### src/rtl/fadd_stream_acc.sv
// Streaming accumulator around an external combinational binary32 adder.
// Sums a valid/ready stream of operands and emits the total plus element count at the last element.
module fadd_stream_acc #(
    parameter int CNT_W = 16
) (
    input  logic             clk,
    input  logic             rst_n,
    input  logic             in_valid,
    output logic             in_ready,
    input  logic [31:0]      in_data,
    input  logic             in_last,
    output logic             out_valid,
    input  logic             out_ready,
    output logic [31:0]      out_data,
    output logic [CNT_W-1:0] out_count,
    output logic [31:0]      add_a,
    output logic [31:0]      add_b,
    input  logic [31:0]      add_x
);

    typedef enum logic [1:0] {S_IN, S_ADD, S_OUT} state_t;

    state_t           r_state;
    state_t           w_state_nxt;
    logic [31:0]      r_acc;
    logic [31:0]      r_op;
    logic [CNT_W-1:0] r_cnt;
    logic             r_first;
    logic             r_last;
    logic             w_in_hs;
    logic             w_out_hs;
    logic [CNT_W-1:0] w_cnt_inc;

    // Counter holds at all-ones while accumulation continues.
    assign w_cnt_inc = (&r_cnt) ? r_cnt : r_cnt + 1'b1;

    always_ff @(posedge clk) begin
        if (!rst_n) begin
            r_state <= S_IN;
        end else begin
            r_state <= w_state_nxt;
        end
    end

    always_comb begin
        w_state_nxt = r_state;
        in_ready    = 1'b0;
        out_valid   = 1'b0;
        w_in_hs     = 1'b0;
        w_out_hs    = 1'b0;
        case (r_state)
            S_IN: begin
                in_ready = 1'b1;
                w_in_hs  = in_valid;
                if (in_valid) begin
                    if (r_first) begin
                        w_state_nxt = in_last ? S_OUT : S_IN;
                    end else begin
                        w_state_nxt = S_ADD;
                    end
                end
            end
            S_ADD: begin
                w_state_nxt = r_last ? S_OUT : S_IN;
            end
            S_OUT: begin
                out_valid = 1'b1;
                w_out_hs  = out_ready;
                if (out_ready) begin
                    w_state_nxt = S_IN;
                end
            end
            default: begin
                w_state_nxt = S_IN;
            end
        endcase
    end

    // The first element bypasses the adder, since +0 cannot seed it exactly.
    always_ff @(posedge clk) begin
        if (!rst_n) begin
            r_acc   <= 32'h0;
            r_op    <= 32'h0;
            r_cnt   <= '0;
            r_first <= 1'b1;
            r_last  <= 1'b0;
        end else if (w_in_hs) begin
            if (r_first) begin
                r_acc   <= in_data;
                r_cnt   <= {{(CNT_W-1){1'b0}}, 1'b1};
                r_first <= 1'b0;
            end else begin
                r_op   <= in_data;
                r_last <= in_last;
                r_cnt  <= w_cnt_inc;
            end
        end else if (r_state == S_ADD) begin
            r_acc <= add_x;
        end else if (w_out_hs) begin
            r_acc   <= 32'h0;
            r_cnt   <= '0;
            r_first <= 1'b1;
            r_last  <= 1'b0;
        end
    end

    // Adder inputs come straight from registers so they never follow in_data.
    assign add_a     = r_acc;
    assign add_b     = r_op;
    assign out_data  = r_acc;
    assign out_count = r_cnt;

endmodule

### config.mk
export PLATFORM = sky130hd
export DESIGN_NAME = fadd_stream_acc
export DESIGN_NICKNAME = d
export VERILOG_FILES = /design/src/rtl/fadd_stream_acc.sv
export SDC_FILE = /design/constraint.sdc
export NUM_CORES = 1
export LEC_CHECK = 0
export CORE_ASPECT_RATIO = 0.5
export CORE_MARGIN = 1
export CORE_UTILIZATION = 41
export DETAILED_ROUTE_END_ITERATION = 10
export GPL_TIMING_DRIVEN = 0
export PLACE_DENSITY = 0.81
export SLEW_MARGIN = 20
export SYNTH_ARGS = -nofsm -noshare
export SYNTH_HDL_FRONTEND = slang
export SYNTH_SLANG_ARGS = --single-unit
export TNS_END_PERCENT = 20
### constraint.sdc
create_clock -name clk -period 2.8 [get_ports clk]
set_input_delay 0.42 -clock clk [delete_from_list [all_inputs] [get_ports clk]]
set_output_delay 0.42 -clock clk [all_outputs]
set_load 0.01 [all_outputs]
# == Word level (Yosys, flattened, before mapping) ==
# Cells that the tools add are included.
# totals
mem_bits_rw,0
latchBits,0
output_inout_bits,114
romBits,0
ff_bits,84
elab_cells,52
mem_count,0
# classes
shift,0
n_mux,26
bitwise_logic,1
mul,0
eq_ne,8
n_reduce_logical,10
magnitude_cmp,0
div,0
add_sub_neg,1
# op_table
cell,count
$mux W32,4
$mux W16,5
$add A16 B1 Y16 const B,1
$reduce_and A16 Y1,1
$mux W1,11
$mux W2,5
$ne A2 B2 Y1 const B,5
$reduce_and A2 Y1,4
$pmux W2 S3,1
$reduce_and A3 Y1,2
$ne A3 B3 Y1 const B,1
$reduce_bool A3 Y1,1
$eq A2 B1 Y1 const B,1
$eq A2 B2 Y1 const B,1
$logic_not A2 Y1,1
$reduce_bool A2 Y1,1
$not A1 Y1,1

# == Longest topological paths before layout ==
# depth
word_depth,5
mapped_depth,7

# == Least setup slack after synthesis ==
# No wires, ideal clock.
# synth_timing
path_kind,input to register
from,in in_valid
to,reg r_cnt[10] (netlist: out_count[10])
arrival_ns,1.912
slack_ns,0.829
required_time_ns,2.742
setup_ns,0.058
cell_stages,5
path_buffers,1
cell_sequence,or4b_1 > buf_2 > or4_4 > o21bai_4 > o221a_2
# synth_via
elab_chain_cells,3
elab_cells_between_ends,6
classes_between,eq/ne (2); mux (2); reduce/logical (2)
# synth_lines
element,line,text
"start, declared",8,"input logic in_valid,"
$mux W1 *,51,case (r_state)
"$ne A3 B3 Y1 (no source line), or another cell as far along",-,
$reduce_and A3 Y1 (no source line),-,
"end signal, assigned",90,"r_cnt <= {{(CNT_W-1){1'b0}}, 1'b1};"
"end signal, assigned",95,r_cnt <= w_cnt_inc;
"end, declared",27,logic [CNT_W-1:0] r_cnt;
# Every way passes the cells marked *; elsewhere a longest branch is shown, timed or not.
# A chain may end at the register's enable or synchronous reset.

# == Final worst setup path ==
# layout_timing
from,in in_valid
to,reg r_op[12] (netlist: add_b[12])
# layout_via
elab_chain_cells,2
# layout_lines
element,line,text
$mux W1,51,
$reduce_and A2 Y1 (no source line),-,
"end signal, assigned",93,r_op <= in_data;
"end, declared",26,logic [31:0] r_op;
# Every way passes these cells.

==> impl_metrics.env <==
export IMPL_status="finished with violations"
export IMPL_violations="design-rule violations"
export IMPL_cts_path_max_buffers=2
export IMPL_synth_top_area_share_pct=44.2
export IMPL_p_int_w=0.00244
export IMPL_cts_buffers=9
export IMPL_synth_area_leaders="dfxtp_1 (44%), nand2_1 (7.5%), a221oi_1 (7.4%)"
export IMPL_setup_viol=0
export IMPL_wl_met2_mm=6.16
export IMPL_viasPerCell=5.36
export IMPL_worstSkewPairLatency_ps=340
export IMPL_required_ps=3070
export IMPL_path_clk_slew_ps=60
export IMPL_grt_use_total_pct=26.6
export IMPL_die_h_um=70.1
export IMPL_netSwitchingFraction_pct=26.5
export IMPL_synth_flop_cell="dfxtp_1"
export IMPL_wl_mm=12.6
export IMPL_pwr_share_comb_pct=24.3
export IMPL_slew_headroom_pct=46.0
export IMPL_postSynthCellCount=466
export IMPL_finalCriticalPeriod_ps=2600
export IMPL_crit_type="input port to flip-flop"
export IMPL_synth_top_area_cell="dfxtp_1"
export IMPL_area_growth_syn_to_layout_pct=59.2
export IMPL_ir_drop_uv=331
export IMPL_placed_area_mm2=0.00576
export IMPL_synth_area_mm2=0.00380
export IMPL_fin_nets=728
export IMPL_grt_antenna_before_repair=0
export IMPL_drt_pass1_iter_count=8
export IMPL_synthTopCellsByCount="dfxtp_1 (84), nand2_1 (76), nor2_1 (38)"
export IMPL_seqPwrFrac_pct=40.3
export IMPL_ys_ff_latch=84
export IMPL_grt_pass1_vias=3850
export IMPL_critPathLaunchType="input port"
export IMPL_die_area_mm2=0.00969
export IMPL_hold_path_class="flip-flop to flip-flop"
export IMPL_clock_power_share_pct=35.4
export IMPL_avgSynthCellArea_um2=8.16
export IMPL_cp_buffers_inverters=3
export IMPL_grt_ovfl_total=0
export IMPL_slowest_stage="nor4b_2"
export IMPL_worstPathMaxFanout=10
export IMPL_portBuffers=181
export IMPL_cp_top_family="buffers and inverters"
export IMPL_holdBufCountCts=0
export IMPL_route_detailed_drc=24
export IMPL_p_per_area_mw_per_mm2=548
export IMPL_grt_setup_unrepaired="no"
export IMPL_worst_pin_slew_ps=807
export IMPL_grt_pass1_wl_mm=20.3
export IMPL_met3_length_um=814
export IMPL_power_w=0.00332
export IMPL_final_util_pct=68.3
export IMPL_dp_hpwl_mm=9.42
export IMPL_antenna_cells=0
export IMPL_final_area_mm2=0.00605
export IMPL_post_cts_resized=0
export IMPL_yosysSeqAreaShare_pct=44.2
export IMPL_synth_nets=536
export IMPL_core_rowCount=24
export IMPL_cts_tree="yes"
export IMPL_cap_viol_max_count=0
export IMPL_endpoint_kind="flip-flop"
export IMPL_slowest_delay_ps=700
export IMPL_cts_htree_levels=3
export IMPL_fmax_mhz=385
export IMPL_topRoutingLayerUsed="met4"
export IMPL_worstPathArrival_ps=2860
export IMPL_drive_above_1_share_pct=9.21
export IMPL_synth_edf_count=0
export IMPL_first_iter_violations=252
export IMPL_finalHoldViolCount=0
export IMPL_grt_max_degree=14
export IMPL_ys_warn_count=0
export IMPL_io_pins=183
export IMPL_cts_sinks=84
export IMPL_ant_nets=0
export IMPL_async_flop_share_pct=0
export IMPL_cp_cell_sequence="clkdlybuf4s50_1, nor4b_2, clkbuf_1, buf_1, nand2_1, a21oi_1"
export IMPL_switchingPower_w=0.000879
export IMPL_maxSlewViolCount=0
export IMPL_finalWeightedCongestion=0.969
export IMPL_die_width_um=138
export IMPL_clock_skew_ps=4.87
export IMPL_coreArea_mm2=0.00886
export IMPL_postCtsSetupBuffers=0
export IMPL_ys_types=43
export IMPL_post_route_period_util_pct=92.8
export IMPL_routed_via_count=4178
export IMPL_wl_met1_mm=5.36
export IMPL_root_buffer="clkbuf_16"
export IMPL_wl_per_cell_um=16.1
export IMPL_synth_most_common_cell="dfxtp_1"
export IMPL_leakagePower_nw=2.16
export IMPL_initial_utilization_pct=42.9
path summary, 6_finish.rpt:
| check | slack, ps | end | cells past startpoint | startpoint |
|---|---|---|---|---|
| setup reg to reg | 280 | add_b[12] | 6 | r_state[0] |
| hold / removal | 450 | add_b[17] | 2 | add_b[17] |
| setup / recovery | 200 | add_b[12] | 6 | in_valid |
| hold reg to reg | 450 | add_b[17] | 2 | add_b[17] |
metal layers:
layer  up-vias  GRT usage, %
met4         0          8.11
met1      1967          33.3
met2       156          46.2
met3        20          5.69
met5         -             0
li1       2035             -
power groups by stage:
stage | sequential, W | clock, W | combinational, W
finish | 0.00134 | 0.00118 | 0.000805
global route | 0.00135 | 0.00124 | 0.000868
CTS | 0.00134 | 0.00119 | 0.000808
detailed placement | 0.00136 | 0 | 0.000804
global placement | 0.00136 | 0 | 0.000792
floorplan | 0.00139 | 0 | 0.000336
worst reg2reg max path: cells and delay by family (launching register included):
| family | cells | cell delay [ps] |
|---|---|---|
| AO/OA/AOI/OAI | 1 | 130 |
| AND/OR/NAND/NOR | 2 | 890 |
| flip-flops | 1 | 310 |
| buffers and inverters | 3 | 1130 |
metrics by stage:
step	instances	setup slack (ps)	hold WS, ps	TNS [ps]
2_1_floorplan	466	829	448	0
6_report	779	202	452	0
5_1_grt	779	15.2	467	0
3_5_place_dp	764	-118	446	-1020
4_1_cts	779	225	454	0
3_3_place_gp	764	-79.5	441	-716
sequential cells by signal, summed over array words and instances (netlist names):
signal and count:
add_a 32, add_b 32, out_count 16, r_first 1
r_last 1, r_state 2
placed cells by master (no fill, tap or decap), types with 6 or more instances in the layout:
| master | instances |
|---|---|
| nand4_1 | 6 |
| clkbuf_1 | 32 |
| nand3_1 | 13 |
| nor4_1 | 7 |
| inv_1 | 6 |
| buf_4 | 32 |
| a31oi_1 | 6 |
| dfxtp_1 | 84 |
| nand2_1 | 76 |
| nor2_1 | 38 |
| nor3_1 | 37 |
| a221oi_1 | 32 |
| clkdlybuf4s50_1 | 181 |
| clkbuf_16 | 9 |
| a21oi_1 | 37 |
final cells by class:
| type | count | area (um^2) |
|---|---|---|
| repair buffers | 181 | 1810 |
| clock buffers | 10 | 239 |
| clock inverters | 5 | 52.6 |
| plain buffers | 70 | 387 |
| inverters | 6 | 22.5 |
| flip-flops and latches | 84 | 1680 |
| well taps | 117 | 146 |
| multi-input cells | 306 | 1710 |
| fillers | 739 | 2810 |
cell families after synthesis:
family / synth area share (%)
AO/OA/AOI/OAI: 19.2
adder cells (fa/ha/maj): 0.329
buffers and inverters: 10.8
flip-flops: 44.2
multiplexers: 0.527
AND/OR/NAND/NOR: 24.9
(Power assumes the default switching activity.)
